--- src/rtl/ucie_ctl_rx_link_ctrl.sv ---
// RX link controller: sequences the adapter RX buffer and FDI output through
// RESET / ACTIVE / RETRAIN / LINKERROR, draining the buffer before leaving ACTIVE.
module ucie_ctl_rx_link_ctrl #(
    parameter int unsigned ENTRY_DELAY   = 4,
    parameter int unsigned DRAIN_TIMEOUT = 64,
    parameter int unsigned CNT_W         = 8
) (
    input  logic       i_clk,
    input  logic       i_rst,
    input  logic [1:0] i_state_req,
    input  logic       i_state_req_valid,
    input  logic       i_overflow_detected,
    input  logic       i_buffer_empty,
    output logic       o_buffer_enable,
    output logic       o_buffer_flush,
    output logic [1:0] o_state_status,
    output logic       o_busy,
    output logic       o_state_ack,
    output logic       o_req_reject,
    output logic       o_linkerror,
    output logic       o_overflow_detected
);

    localparam logic [1:0] REQ_NOP       = 2'd0;
    localparam logic [1:0] REQ_ACTIVE    = 2'd1;
    localparam logic [1:0] REQ_RETRAIN   = 2'd2;
    localparam logic [1:0] REQ_LINKRESET = 2'd3;

    localparam logic [1:0] ST_RESET     = 2'd0;
    localparam logic [1:0] ST_ACTIVE    = 2'd1;
    localparam logic [1:0] ST_RETRAIN   = 2'd2;
    localparam logic [1:0] ST_LINKERROR = 2'd3;

    localparam logic [CNT_W-1:0] ENTRY_LOAD = CNT_W'(ENTRY_DELAY - 1);
    localparam logic [CNT_W-1:0] DRAIN_LOAD = CNT_W'(DRAIN_TIMEOUT - 1);

    typedef enum logic [2:0] {
        S_RESET,
        S_ENTRY,
        S_ACTIVE,
        S_DRAIN,
        S_RETRAIN,
        S_LINKERROR
    } state_t;

    state_t           state;
    state_t           state_nxt;
    logic [CNT_W-1:0] cnt;
    logic [CNT_W-1:0] cnt_nxt;
    logic             tgt_retrain;
    logic             tgt_nxt;
    logic             req;
    logic             ack_nxt;
    logic             rej_nxt;
    logic             enable_nxt;
    logic             flush_nxt;
    logic [1:0]       status_nxt;
    logic             busy_nxt;
    logic             linkerror_nxt;
    logic             ovf_nxt;

    // A NOP with valid set is not a request at all.
    assign req = i_state_req_valid && (i_state_req != REQ_NOP);

    // State, shared down-counter and latched drain target.
    always_ff @(posedge i_clk) begin
        if (i_rst) begin
            state       <= S_RESET;
            cnt         <= '0;
            tgt_retrain <= 1'b0;
        end else begin
            state       <= state_nxt;
            cnt         <= cnt_nxt;
            tgt_retrain <= tgt_nxt;
        end
    end

    // Next-state, counter and handshake pulse decisions.
    always_comb begin
        state_nxt = state;
        cnt_nxt   = cnt;
        tgt_nxt   = tgt_retrain;
        ack_nxt   = 1'b0;
        rej_nxt   = 1'b0;
        case (state)
            S_RESET: begin
                if (req) begin
                    case (i_state_req)
                        REQ_ACTIVE: begin
                            state_nxt = S_ENTRY;
                            cnt_nxt   = ENTRY_LOAD;
                        end
                        REQ_LINKRESET: ack_nxt = 1'b1;
                        default:       rej_nxt = 1'b1;
                    endcase
                end
            end
            S_ENTRY: begin
                rej_nxt = req;
                if (cnt == '0) begin
                    state_nxt = S_ACTIVE;
                    ack_nxt   = 1'b1;
                end else begin
                    cnt_nxt = cnt - CNT_W'(1);
                end
            end
            S_ACTIVE: begin
                if (i_overflow_detected) begin
                    state_nxt = S_LINKERROR;
                    ack_nxt   = 1'b1;
                    rej_nxt   = req;
                end else if (req) begin
                    if (i_state_req == REQ_ACTIVE) begin
                        ack_nxt = 1'b1;
                    end else begin
                        state_nxt = S_DRAIN;
                        tgt_nxt   = (i_state_req == REQ_RETRAIN);
                        cnt_nxt   = DRAIN_LOAD;
                    end
                end
            end
            S_DRAIN: begin
                rej_nxt = req;
                if (i_overflow_detected) begin
                    state_nxt = S_LINKERROR;
                    ack_nxt   = 1'b1;
                end else if (i_buffer_empty) begin
                    state_nxt = tgt_retrain ? S_RETRAIN : S_RESET;
                    ack_nxt   = 1'b1;
                end else if (cnt == '0) begin
                    state_nxt = S_LINKERROR;
                    ack_nxt   = 1'b1;
                end else begin
                    cnt_nxt = cnt - CNT_W'(1);
                end
            end
            S_RETRAIN: begin
                if (req) begin
                    case (i_state_req)
                        REQ_ACTIVE: begin
                            state_nxt = S_ENTRY;
                            cnt_nxt   = ENTRY_LOAD;
                        end
                        REQ_RETRAIN: ack_nxt = 1'b1;
                        default: begin
                            state_nxt = S_RESET;
                            ack_nxt   = 1'b1;
                        end
                    endcase
                end
            end
            S_LINKERROR: begin
                if (req) begin
                    if (i_state_req == REQ_LINKRESET) begin
                        state_nxt = S_RESET;
                        ack_nxt   = 1'b1;
                    end else begin
                        rej_nxt = 1'b1;
                    end
                end
            end
            default: state_nxt = S_RESET;
        endcase
    end

    // Output values for the cycle after the transition, decoded from next state.
    always_comb begin
        enable_nxt    = 1'b0;
        flush_nxt     = 1'b0;
        status_nxt    = o_state_status;
        busy_nxt      = 1'b0;
        linkerror_nxt = 1'b0;
        ovf_nxt       = o_overflow_detected | i_overflow_detected;
        if ((state == S_LINKERROR) && (state_nxt == S_RESET)) begin
            ovf_nxt = 1'b0;
        end
        case (state_nxt)
            S_RESET: begin
                flush_nxt  = 1'b1;
                status_nxt = ST_RESET;
            end
            S_ENTRY, S_DRAIN: busy_nxt = 1'b1;
            S_ACTIVE: begin
                enable_nxt = 1'b1;
                status_nxt = ST_ACTIVE;
            end
            S_RETRAIN: status_nxt = ST_RETRAIN;
            S_LINKERROR: begin
                flush_nxt     = 1'b1;
                linkerror_nxt = 1'b1;
                status_nxt    = ST_LINKERROR;
            end
            default: ;
        endcase
    end

    // Registered outputs.
    always_ff @(posedge i_clk) begin
        if (i_rst) begin
            o_buffer_enable     <= 1'b0;
            o_buffer_flush      <= 1'b1;
            o_state_status      <= ST_RESET;
            o_busy              <= 1'b0;
            o_state_ack         <= 1'b0;
            o_req_reject        <= 1'b0;
            o_linkerror         <= 1'b0;
            o_overflow_detected <= 1'b0;
        end else begin
            o_buffer_enable     <= enable_nxt;
            o_buffer_flush      <= flush_nxt;
            o_state_status      <= status_nxt;
            o_busy              <= busy_nxt;
            o_state_ack         <= ack_nxt;
            o_req_reject        <= rej_nxt;
            o_linkerror         <= linkerror_nxt;
            o_overflow_detected <= ovf_nxt;
        end
    end

endmodule

--- config.mk ---
export PLATFORM = sky130hd
export DESIGN_NAME = ucie_ctl_rx_link_ctrl
export DESIGN_NICKNAME = d
export VERILOG_FILES = /design/src/rtl/ucie_ctl_rx_link_ctrl.sv
export SDC_FILE = /design/constraint.sdc
export NUM_CORES = 1
export LEC_CHECK = 0
export CORE_ASPECT_RATIO = 0.8
export CORE_UTILIZATION = 45
export DETAILED_ROUTE_END_ITERATION = 16
export HOLD_SLACK_MARGIN = 0.06
export PLACE_DENSITY = 0.7
export REMOVE_ABC_BUFFERS = 1
export SKIP_LAST_GASP = 1
export SLEW_MARGIN = 20
export SYNTH_ARGS = -nofsm -noshare
export SYNTH_HDL_FRONTEND = slang
export SYNTH_SLANG_ARGS = --single-unit
--- constraint.sdc ---
create_clock -name i_clk -period 5.55 [get_ports i_clk]
set_clock_uncertainty 0.2 [all_clocks]
set_input_delay 1.11 -clock i_clk [delete_from_list [all_inputs] [get_ports i_clk]]
set_output_delay 1.11 -clock i_clk [all_outputs]
set_load 0.05 [all_outputs]
# [Word-level counts from Yosys, hierarchy flattened]
# Index checks and enable logic that the tools add are counted.
# W data, S select, Z words.
[word_totals] register_bits=21 out_inout_bits=9
[classes] n_addsub=1 n_eq_ne=20 mux=46 n_bitwise=3 n_reduce_logical=17
[ops] operator="$mux W8" count=8
[ops] operator="$mux W3" count=13
[ops] operator="$pmux W8 S4" count=1
[ops] operator="$mux W1" count=19
[ops] operator="$pmux W3 S6" count=1
[ops] operator="$reduce_or A2 Y1" count=7
[ops] operator="$eq A3 B2 Y1 const B" count=4
[ops] operator="$eq A3 B3 Y1 const B" count=4
[ops] operator="$ne A2 B2 Y1 const B" count=5
[ops] operator="$logic_not A8 Y1" count=1
[ops] operator="$pmux W2 S4" count=1
[ops] operator="$reduce_and A8 Y1" count=1
[ops] operator="$reduce_bool A4 Y1" count=2
[ops] operator="$sub A8 B1 Y8 const B" count=1
[ops] operator="$eq A3 B1 Y1 const B" count=2
[ops] operator="$logic_not A3 Y1" count=2
[ops] operator="$pmux W3 S2" count=1
[ops] operator="$pmux W1 S5" count=1
[ops] operator="$eq A2 B2 Y1 const B" count=2
[ops] operator="$ne A2 B1 Y1 const B" count=2
[ops] operator="$pmux W1 S4" count=1
[ops] operator="$reduce_and A4 Y1" count=1
[ops] operator="$eq A2 B1 Y1 const B" count=1
[ops] operator="$logic_and A1 B1 Y1" count=2
[ops] operator="other kinds (3)" count=4

# [Logic depth before layout (Yosys ltp)]
[depth] depth_word=8 ltp_mapped=7

# [Least setup slack after synthesis]
# No wires, ideal clock.
[synth_path] path_kind="input-to-reg" startpoint="input port i_state_req[1]" endpoint="register cnt[2]" setup_time_ns=0.117 arrival_ns=2.779 required_ns=5.233 slack_ns=2.453 stages=7 path_cell_list="inv_1 > ha_1 > or4bb_1 > o311a_1 > a22oi_2 > o21ai_0 > a32o_1"
[synth_via] elab_chain_cells=4 word_cells_on_any_way=8 classes_between="eq/ne: 5; reduce/logical: 3"
[synth_lines] element="start: declaration" line_no="10" source="input logic [1:0] i_state_req,"
[synth_lines] element="$reduce_bool A2 Y1" line_no="63" source="assign req = i_state_req_valid && (i_state_req != REQ_NOP);"
[synth_lines] element="$logic_and A1 B1 Y1" line_no="63"
[synth_lines] element="$ne A2 B2 Y1 (no line) / $ne A2 B1 Y1 (equally long branches)"
[synth_lines] element="$reduce_and A8 Y1 (no line) (*)"
[synth_lines] element="end signal: assignment" line_no="73" source="cnt <= cnt_nxt;"
[synth_lines] element="end: declaration" line_no="48" source="logic [CNT_W-1:0] cnt;"
# Mark *: on every way between the ends. The rest lies on a longest branch, timed or not.
# A chain may end at the register's enable or synchronous reset.

# [Worst setup path after layout]
# Same ends and word-level chain as after synthesis.

==> run summary <==
outcome = finished clean
worst-case clock buffer depth = 2
CTS tree = built
required time of the critical path = 5.57 ns
unrepaired setup endpoints after global routing = false
Setup crit start = i_state_req[1]
max-cap violations = 0
Hold/Removal Path Class = register to register
R2R Path Start = cnt[0]
Placer Congestion = 0.898
Root Buffer = clkbuf_4
CTS Hold Bufs = 0
Final min period = 3.50 ns
cells after synthesis = 158
Final Cycle Share = 0.631
share of cells above drive strength 1 = 0.0592
library cells used by synthesis = 50
Synth Register Bits = 21
clock transition at the registers of the reported paths = 0.12 ns
worst vdd ir = 0.127 mV
final hold vios = 0
top cell type by total area after synthesis = dfxtp_1
WL/cell = 14.5 um
Critical Path, Cell by Cell = clkdlybuf4s50_1 > inv_1 > ha_1 > or4bb_1 > o311a_1 > a22oi_2 > o21ai_0 > a32o_1
Post-DRT Antenna Nets = 0
Die Ht = 50.0 um
CP max-delay cell = or4bb_1
DRC = 0
Worst Reg2Reg Path Length in Cells = 7
vias in the first global route = 1056
post-DR vias/cell = 6.06
I/O Pins = 16
Post-Syn Area = 0.00129 mm^2
Async SR Flop Fraction = 0
Final setup viols = 0
Initial Util = 0.472
static leakage = 0.579 nW
Yosys Warn Count = 0
Avg Inst Size Synth = 8.19 um^2
Reg2Reg Setup Slack = 2.87 ns
crit path capture type = register
Most used DFF post-synth = dfxtp_1
post-synthesis sequential area ratio = 0.325
CP Launch Type = input port
worst setup path endpoint = cnt[2]
Max Clk Rate = 0.286 GHz
kind of critical path = input port to register
first-pass GRT wire length = 5.09 mm
DR pass1 iterations = 4
largest net degree at the start of global routing = 21
Slew @ Worst Pin = 0.949 ns
buffers added on ports = 15
Critical Path AT = 3.52 ns
GRT overflow = 0
Antenna Cells = 0
worst stage delay on the critical path = 0.55 ns
net total in the final layout = 182
FP Rows = 17
initial antenna violation count = 0
Syn-to-layout area delta = 14.9%
Die Span X = 61.9 um
overall routing resource usage = 0.218
vias = 1254
DRT iter0 DRCs = 55
Fill cells = 274
top-area cell type share of the netlist area = 0.325
total wire length = 3.01 mm
ranking of synthesized cells by area = dfxtp_1 32%, ha_1 4.8%, nor2_1 4.4%, a21oi_1 3.9%, o21ai_0 3.5%
setup bufs post-CTS = 0
commonest non-fill, non-tap cell in the layout = dfxtp_1
DP HPWL = 2.20 mm
slew margin rel. = 0.359
die footprint = 0.00309 mm^2
Max Slew Vio Count = 0
peak fanout along the critical path = 9
Power per Cell Area = 267 mW/mm^2
total power draw = 0.397 mW
Crit Reg-Reg Endpoint = o_buffer_flush
cts bufs inserted = 3
post_cts resized = 0
CTS H-tree depth = 1
core area = 0.00274 mm^2
most frequent cells in the layout = 21 x dfxtp_1, 15 x nor2_1, 15 x clkdlybuf4s50_1
Clock Latency Late Sink = 0.31 ns
CTS sink count = 21
Final TNS setup = 0 ns
Post-synth EDFFs = 0
[stage by stage]
stage	instances	util	setup slack, ns	instance area [um^2]	hold WS [ns]
final	207	0.542	2.05	1490	0.295
after global routing	207	0.542	1.90	1490	0.330
after floorplan	150	-	2.45	1260	0.263
after global placement	203	0.532	1.86	1460	0.267
after detailed placement	203	0.532	1.72	1460	0.281
after CTS	207	0.542	2.07	1490	0.298
[worst max-delay path: cells and delay by family]
family | cells | cell delay (ns)
AO/OA/AOI/OAI | 4 | 1.03
AND/OR/NAND/NOR | 1 | 0.55
buffers and inverters | 2 | 0.54
adder cells (fa/ha/maj) | 1 | 0.29
[routing by layer]
metal	vias to the layer above	track usage	part of all wire
met1	597	0.341	0.50
met2	37	0.298	0.44
met5	-	0	0
met4	0	0.0407	0.011
met3	6	0.0525	0.047
li1	614	-	-
[cell type report]
class                   instances  area (um^2)  area share
clock buffers                   3         22.5      0.0152
flip-flops and latches         21          420       0.283
well taps                      38         47.5      0.0320
inverters                      10         37.5      0.0253
repair buffers                 15          150       0.101
clock inverters                 1         5.00     0.00337
multi-input cells             119          803       0.540
[cells in the mapped netlist (2+ instances only)]
master and n:
a311oi_1 2, o41ai_1 2, buf_2 2, a21oi_1 10, ha_1 5, inv_1 10
clkbuf_1 6, nand3_1 2, a21o_1 6, o21a_1 2, nand2b_1 3, or3_1 3
nand3b_1 2, nor2_1 15, o21ai_0 9, nor3_1 6, dfxtp_1 21, nand2_1 11
o211ai_1 3, and2_1 2, nor2b_1 3, a32o_1 3, a31oi_1 2, a22o_1 2
[registers in the layout, indices dropped and copies added, names as in the netlist]
| name | count |
|---|---|
| tgt_retrain | 1 |
| state | 3 |
| o_state_status | 2 |
| o_req_reject | 1 |
| cnt | 8 |
| o_linkerror | 1 |
| o_overflow_detected | 1 |
| o_busy | 1 |
| o_buffer_enable | 1 |
| o_state_ack | 1 |
| o_buffer_flush | 1 |
[cell families after synthesis]
group,synth area share
AND/OR/NAND/NOR,0.238
AO/OA/AOI/OAI,0.320
flip-flops,0.325
adder cells (fa/ha/maj),0.0484
XOR/XNOR,0.00677
multiplexers,0.00774
buffers and inverters,0.0542
[how the worst min path moves through the flow]
stage                   startpoint                  end  slack [ns]  depth (start not counted)
2_1_floorplan          tgt_retrain          tgt_retrain        0.26                          2
3_3_place_gp     o_state_status[1]    o_state_status[1]        0.27                          2
3_5_place_dp   o_overflow_detected  o_overflow_detected        0.28                          2
4_1_cts        o_overflow_detected  o_overflow_detected        0.30                          2
5_1_grt          o_state_status[1]    o_state_status[1]        0.33                          2
6_report       o_overflow_detected  o_overflow_detected        0.29                          2
[power breakdown]
group,switching [mW],internal [mW]
logic,0.0859,0.0571
clock network,0.0499,0.0270
registers,0.0148,0.162
total,0.151,0.246
Power figures use the tool's default switching activity.
